### src/rtl/alu_seq_pkg.sv
// Shared types for the ALU command sequencer: opcodes, FSM states, request/response
// records and the response-shaping rule applied when a result is captured.
package alu_seq_pkg;

    localparam logic [3:0] OP_ADD = 4'd0;
    localparam logic [3:0] OP_SUB = 4'd1;
    localparam logic [3:0] OP_MUL = 4'd2;
    localparam logic [3:0] OP_DIV = 4'd3;

    localparam int unsigned SEQ_TAG_W = 4;

    typedef enum logic [1:0] {
        StIdle,
        StExec,
        StCapt,
        StResp
    } seq_state_e;

    typedef struct packed {
        logic [7:0]           a;
        logic [7:0]           b;
        logic [3:0]           sel;
        logic [SEQ_TAG_W-1:0] tag;
    } alu_req_t;

    typedef struct packed {
        logic [7:0]           data;
        logic                 carry;
        logic                 err;
        logic [SEQ_TAG_W-1:0] tag;
    } alu_rsp_t;

    // Carry is only meaningful for add; divide-by-zero replaces the ALU result.
    function automatic alu_rsp_t make_rsp(input logic [3:0]           sel,
                                          input logic [7:0]           b,
                                          input logic [7:0]           out,
                                          input logic                 carry,
                                          input logic [SEQ_TAG_W-1:0] tag);
        alu_rsp_t r;
        r.data  = out;
        r.carry = 1'b0;
        r.err   = 1'b0;
        r.tag   = tag;
        case (sel)
            OP_ADD: r.carry = carry;
            OP_SUB, OP_MUL: ;
            OP_DIV: begin
                if (b == 8'd0) begin
                    r.data = 8'hFF;
                    r.err  = 1'b1;
                end
            end
            default: r.err = 1'b1;
        endcase
        return r;
    endfunction

endpackage

### src/rtl/alu_cmd_fifo.sv
// Synchronous request FIFO with occupancy count. The caller never pushes when full
// nor pops when empty.
module alu_cmd_fifo
    import alu_seq_pkg::*;
#(
    parameter int unsigned DEPTH = 4
) (
    input  logic                   clock,
    input  logic                   reset,
    input  logic                   push_i,
    input  logic                   pop_i,
    input  alu_req_t               wdata_i,
    output alu_req_t               rdata_o,
    output logic [$clog2(DEPTH):0] count_o
);

    localparam int unsigned PtrW = $clog2(DEPTH);

    logic [PtrW-1:0] wr_ptr_q, rd_ptr_q;
    logic [PtrW:0]   count_q;
    alu_req_t        mem_q [DEPTH];

    always_ff @(posedge clock or posedge reset) begin
        if (reset) begin
            wr_ptr_q <= '0;
            rd_ptr_q <= '0;
            count_q  <= '0;
        end else begin
            if (push_i) wr_ptr_q <= wr_ptr_q + 1'b1;
            if (pop_i)  rd_ptr_q <= rd_ptr_q + 1'b1;
            case ({push_i, pop_i})
                2'b10:   count_q <= count_q + 1'b1;
                2'b01:   count_q <= count_q - 1'b1;
                default: ;
            endcase
        end
    end

    always_ff @(posedge clock) begin
        if (push_i) mem_q[wr_ptr_q] <= wdata_i;
    end

    assign rdata_o = mem_q[rd_ptr_q];
    assign count_o = count_q;

endmodule

### src/rtl/alu_cmd_sequencer.sv
// Command front-end for the registered 8-bit ALU: buffers requests, issues one at a
// time, and returns tagged, error-checked responses in request order.
module alu_cmd_sequencer
    import alu_seq_pkg::*;
#(
    parameter int unsigned DEPTH = 4,
    parameter int unsigned TAG_W = SEQ_TAG_W
) (
    input  logic                   clock,
    input  logic                   reset,
    input  logic                   cmd_valid_i,
    output logic                   cmd_ready_o,
    input  logic [7:0]             cmd_a_i,
    input  logic [7:0]             cmd_b_i,
    input  logic [3:0]             cmd_sel_i,
    input  logic [TAG_W-1:0]       cmd_tag_i,
    output logic [7:0]             alu_a_o,
    output logic [7:0]             alu_b_o,
    output logic [3:0]             alu_sel_o,
    input  logic [7:0]             alu_out_i,
    input  logic                   alu_carry_i,
    output logic                   rsp_valid_o,
    input  logic                   rsp_ready_i,
    output logic [7:0]             rsp_data_o,
    output logic                   rsp_carry_o,
    output logic                   rsp_err_o,
    output logic [TAG_W-1:0]       rsp_tag_o,
    output logic [$clog2(DEPTH):0] fifo_count_o
);

    localparam int unsigned CntW = $clog2(DEPTH) + 1;

    logic [CntW-1:0] count;
    logic            push, pop, fifo_empty;
    alu_req_t        push_req, head;

    seq_state_e           state_q;
    logic [7:0]           alu_a_q, alu_b_q;
    logic [3:0]           alu_sel_q;
    logic [SEQ_TAG_W-1:0] tag_q;
    alu_rsp_t             rsp_q;
    logic                 rsp_valid_q;

    assign cmd_ready_o = count < CntW'(DEPTH);
    assign push        = cmd_valid_i && cmd_ready_o;
    assign fifo_empty  = (count == '0);
    assign push_req    = '{a: cmd_a_i, b: cmd_b_i, sel: cmd_sel_i, tag: cmd_tag_i};

    always_comb begin
        pop = 1'b0;
        unique case (state_q)
            StIdle:  pop = !fifo_empty;
            StResp:  pop = rsp_ready_i && !fifo_empty;
            default: pop = 1'b0;
        endcase
    end

    alu_cmd_fifo #(
        .DEPTH(DEPTH)
    ) u_fifo (
        .clock   (clock),
        .reset   (reset),
        .push_i  (push),
        .pop_i   (pop),
        .wdata_i (push_req),
        .rdata_o (head),
        .count_o (count)
    );

    always_ff @(posedge clock or posedge reset) begin
        if (reset) begin
            state_q     <= StIdle;
            alu_a_q     <= '0;
            alu_b_q     <= '0;
            alu_sel_q   <= '0;
            tag_q       <= '0;
            rsp_q       <= '0;
            rsp_valid_q <= 1'b0;
        end else begin
            case (state_q)
                StIdle: if (pop) state_q <= StExec;
                StExec: state_q <= StCapt;
                StCapt: begin
                    rsp_q       <= make_rsp(alu_sel_q, alu_b_q, alu_out_i, alu_carry_i, tag_q);
                    rsp_valid_q <= 1'b1;
                    state_q     <= StResp;
                end
                StResp: begin
                    if (rsp_ready_i) begin
                        rsp_valid_q <= 1'b0;
                        state_q     <= pop ? StExec : StIdle;
                    end
                end
                default: state_q <= StIdle;
            endcase
            // Operands stay on the ALU inputs until the next request is issued.
            if (pop) begin
                alu_a_q   <= head.a;
                alu_b_q   <= head.b;
                alu_sel_q <= head.sel;
                tag_q     <= head.tag;
            end
        end
    end

    assign alu_a_o      = alu_a_q;
    assign alu_b_o      = alu_b_q;
    assign alu_sel_o    = alu_sel_q;
    assign rsp_valid_o  = rsp_valid_q;
    assign rsp_data_o   = rsp_q.data;
    assign rsp_carry_o  = rsp_q.carry;
    assign rsp_err_o    = rsp_q.err;
    assign rsp_tag_o    = rsp_q.tag;
    assign fifo_count_o = count;

endmodule
### config.mk
export PLATFORM = sky130hd
export DESIGN_NAME = alu_cmd_sequencer
export DESIGN_NICKNAME = d
export VERILOG_FILES = /design/src/rtl/alu_seq_pkg.sv /design/src/rtl/alu_cmd_fifo.sv /design/src/rtl/alu_cmd_sequencer.sv
export SDC_FILE = /design/constraint.sdc
export NUM_CORES = 1
export LEC_CHECK = 0
export CAP_MARGIN = 30
export CORE_MARGIN = 5
export CORE_UTILIZATION = 45
export CTS_CLUSTER_SIZE = 30
export DETAILED_ROUTE_END_ITERATION = 10
export PLACE_DENSITY = 0.65
export RECOVER_POWER = 50
export REMOVE_ABC_BUFFERS = 1
export SYNTH_ARGS = -nofsm -noshare
export SYNTH_HDL_FRONTEND = slang
export SYNTH_SLANG_ARGS = --single-unit
### constraint.sdc
create_clock -name clock -period 5.4 [get_ports clock]
set_input_delay 1.08 -clock clock [delete_from_list [all_inputs] [get_ports clock]]
set_output_delay 1.08 -clock clock [all_outputs]
set_load 0.01 [all_outputs]
==> results <==
- The run finished with clean final reports.
- The first-pass GRT wire length is ~16,000 µm.
- The initial antenna violation count came to 0.
- The cell sitting at the root of the clock tree is a clkbuf_16.
- The effective utilization at floorplan is 45.66%.
- The total half-perimeter wirelength after legalization and detailed placement is about 6600 µm.
- STA classifies the critical path endpoint as a register.
- The count of distinct cell types in the synthesized netlist is 35.
- The number of max-cap violations is 0.
- The cell area power density is between 500 and 600 mW/mm².
- The count of clock tree sinks is 144.
- Summed over all nets, wire length on met3 after detailed routing comes to between 500 and 600 µm.
- The length of routed met2 wiring is a little under 5000 µm.
- Buffers added to address setup during post-CTS repair amount to 0.
- Measured against its own limit, the worst slew margin works out to between 40% and 50%.
- The post-cts hold buffer count is 0.
- Setup violations remaining at the end of the flow were counted as 0.
- The number of buffers on the longest clock path is 2.
- From synthesis to final layout, the design area changed by 28.90%.
- The later pin in the worst-skew pair is clocked with a latency of approximately 0.42 ns.
- Synthesis produced 297 cells.
- The share of synthesized area in the top cell type comes to about half.
- The cell area that synthesis handed to floorplanning was 0.005715 mm².
- In the final routed layout, each cell accounts on average for roughly 17 µm.
- The total area inside the core boundary comes to between 0.01 and 0.015 mm².
- The number of nets at the end of the flow is 437.
- The minimum clock period after layout is roughly 2.8 ns.
- By startpoint and endpoint, the worst setup path is classified as in2reg.
- The initial DRC count is about 160.
- Leaving out fill and tap cells, the most frequent cell in the layout is edfxtp_1.
- For the pin with the worst max-slew slack, the measured transition is 0.8519 ns.
- The total CTS buffers is 17.
- The highest metal layer carrying signal wires in the routed design is met4.
- The die is ~120 µm wide.
- The upper clock frequency limit is 359.0 MHz.
- After layout, the worst path uses 51.59% of the clock period.
- The post-detailed-routing wire length is between 10,000 and 15,000 µm.
- Of the cells placed in the final design, the portion with a size suffix greater than 1 is 22.83%.
- Setup repair after global routing left no endpoint under its margin.
- 0 antenna diodes ended up in the layout.
- The biggest cell delay along the critical path is around 0.62 ns.
- The final count of hold timing violations is 0.
- VDD sags by at most 0.2518 mV.
- The total of cells resized after clock tree synthesis is 0.
- After synthesis, the mean cell area works out to between 15 and 20 µm².
- The category of cells accounting for the largest share of critical-path delay is simple AND/OR/NAND/NOR gates.
- Port buffering added 75 buffers.
- The cell taking the most area after synthesis is edfxtp_1.
- Row generation in the floorplan step produced a little over 40 rows.
- The critical path goes through dlygate4sd3_1, nor2b_1, and2_1, buf_8.
- Along the worst path, the maximum fanout reaches 12.
- The total negative slack is 0 ns.
- Dividing the detail-routed via count by the number of cells gives approximately 5.
- The overall via count from detail_route is between 2,000 and 3,000.
- For the worst setup path, the data arrival time is between 2 and 3 ns.
- The startpoint kind of the worst setup timing path is an input port.
- Summed over all cells, the static leakage comes to between 0.002 and 0.003 µW.
- After synthesis the netlist holds a flip-flop and latch count of approximately 140.
- The total of warnings raised by yosys is 0.
- The maximum number of pins on one net before global-route repair is 49.
- Clock-pin slew was measured on the worst setup and hold paths at approximately 0.05 ns.
- For this run the aggregate overflow at the end of global routing stands at 0.
- The boundary pin count is 76.
- The routability-driven placement congestion ratio is 0.6873.
- The remaining routing DRC violations is 0.
- The remaining number of nets flagged by the antenna check after routing is 0.
- The die is between 100 and 150 µm tall.
- Between clock sinks in the finished design, the worst skew comes to between 0.006 and 0.007 ns.
- Setup slack on the critical path of the routed design comes to approximately 2.6 ns.
- In the post-synthesis netlist, the biggest area contributors are edfxtp_1 50%, dfrtp_1 21%, mux4_2 7.1%, mux2_4 4.7%, mux4_1 2.8%.
- Before CTS, the worst setup slack after placement is roughly 2.2 ns.
- The kind of path behind the tightest hold check is reg2reg.
- The total power after layout is 4391 µW.
- Among all stages on the critical path, the largest delay is contributed by and2_1.
- The number of pins exceeding their max-slew limit in the final report came to 0.
- TritonCTS built the clock tree.
- The pre-antenna-repair detailed-routing pass consisted of 4 iterations.
- Global routing used roughly 15% of the available tracks.
- The die covers about 0.015 mm².
- The critical path buffer and inverter count is 2.
- The required time at the endpoint of the critical path is 5.52 ns.
- The met1 layer wirelength in the final routing is 4435 µm.
- The number of global-route vias before repair came to roughly 3,000.
- Leaving out fill and tap cells, the most frequent cells in the layout are 96 x edfxtp_1, 48 x clkdlybuf4s50_1, 47 x dfrtp_1.
- The proportion of synthesized chip area in sequential cells is a little under three quarters.
- The depth of the CTS H-tree is 4.
final timing paths:
check	from	slack, ns	cells after the start	end
min in group asynchronous	reset	1.29	3	rsp_tag_o[0]
max in group asynchronous	reset	3.65	3	u_fifo.rd_ptr_q[0]
worst max-delay path	cmd_valid_i	2.61	4	u_fifo.mem_q[1][14]
worst min-delay path	tag_q[1]	0.51	1	tag_q[1]
worst max register to register	state_q[0]	3.19	9	u_fifo.count_o[2]
worst min register to register	tag_q[1]	0.51	1	tag_q[1]
routing by layer:
layer	track usage (%)	up-vias
li1	-	1323
met2	23.16	73
met5	0	-
met4	5.878	0
met1	18.95	1459
met3	5.576	13
registers in the layout (all words and copies together), names as in the netlist, 3 cells and up:
register / count
tag_q: 4
alu_sel_o: 4
u_fifo.count_o: 3
rsp_tag_o: 4
rsp_data_o: 8
u_fifo.mem_q: 96
alu_b_o: 8
alu_a_o: 8
through the flow:
step                      instances  hold WS (ns)  area (µm²)  util, %
final                           575        0.5074        7367    58.86
after detailed placement        543        0.4943        6725    53.73
after global routing            575        0.5292        7367    58.86
after floorplan                 285        0.4762        5613        -
after global placement          538        0.4955        6625    52.93
after CTS                       575        0.5099        7367    58.86
Yosys cell counts (all sizes together):
cell and number:
a31oi 9, inv 21, nor4b 2, a221o 1, dfrtp 48, mux2 29
nand2 1, nor2 13, and2 5, nor3 2, a211o 1, nand3 1
xor2 3, nor3b 1, o31ai 1, a21oi 3, xnor2 3, a211oi 1
nand4 1, nand2b 1, ha 9, buf 7, clkbuf 5, mux2i 1
mux4 24, nor4 1, fa 1, o21ai 3, nor2b 3, edfxtp 96
logic make-up (layout without fill, tap and decap cells):
family,after synthesis,count (layout),share of synthesized area (%)
compound gates,19,19,2.101
xor+xnor,6,6,0.9196
fa+ha+maj,10,10,2.321
buf+inv,33,139,3.174
flops,144,144,71.45
mux,54,54,16.92
simple gates,31,31,3.109
area by class of cell:
cell class / count / area [µm²]
inverters: 21 / 78.83
well taps: 172 / 215.2
multi-input cells: 120 / 1450
flip-flops and latches: 144 / 4085
clock buffers: 22 / 484.2
fillers: 985 / 5150
clock inverters: 10 / 157.7
repair buffers: 86 / 895.9
report_power, final:
part / total, µW / switching (µW) / internal (µW)
sequential: 1690 / 210 / 1480
clock: 1240 / 425 / 819
combinational: 1450 / 583 / 869
total: 4390 / 1220 / 3170
No activity file was read; power rests on OpenSTA's default activity.
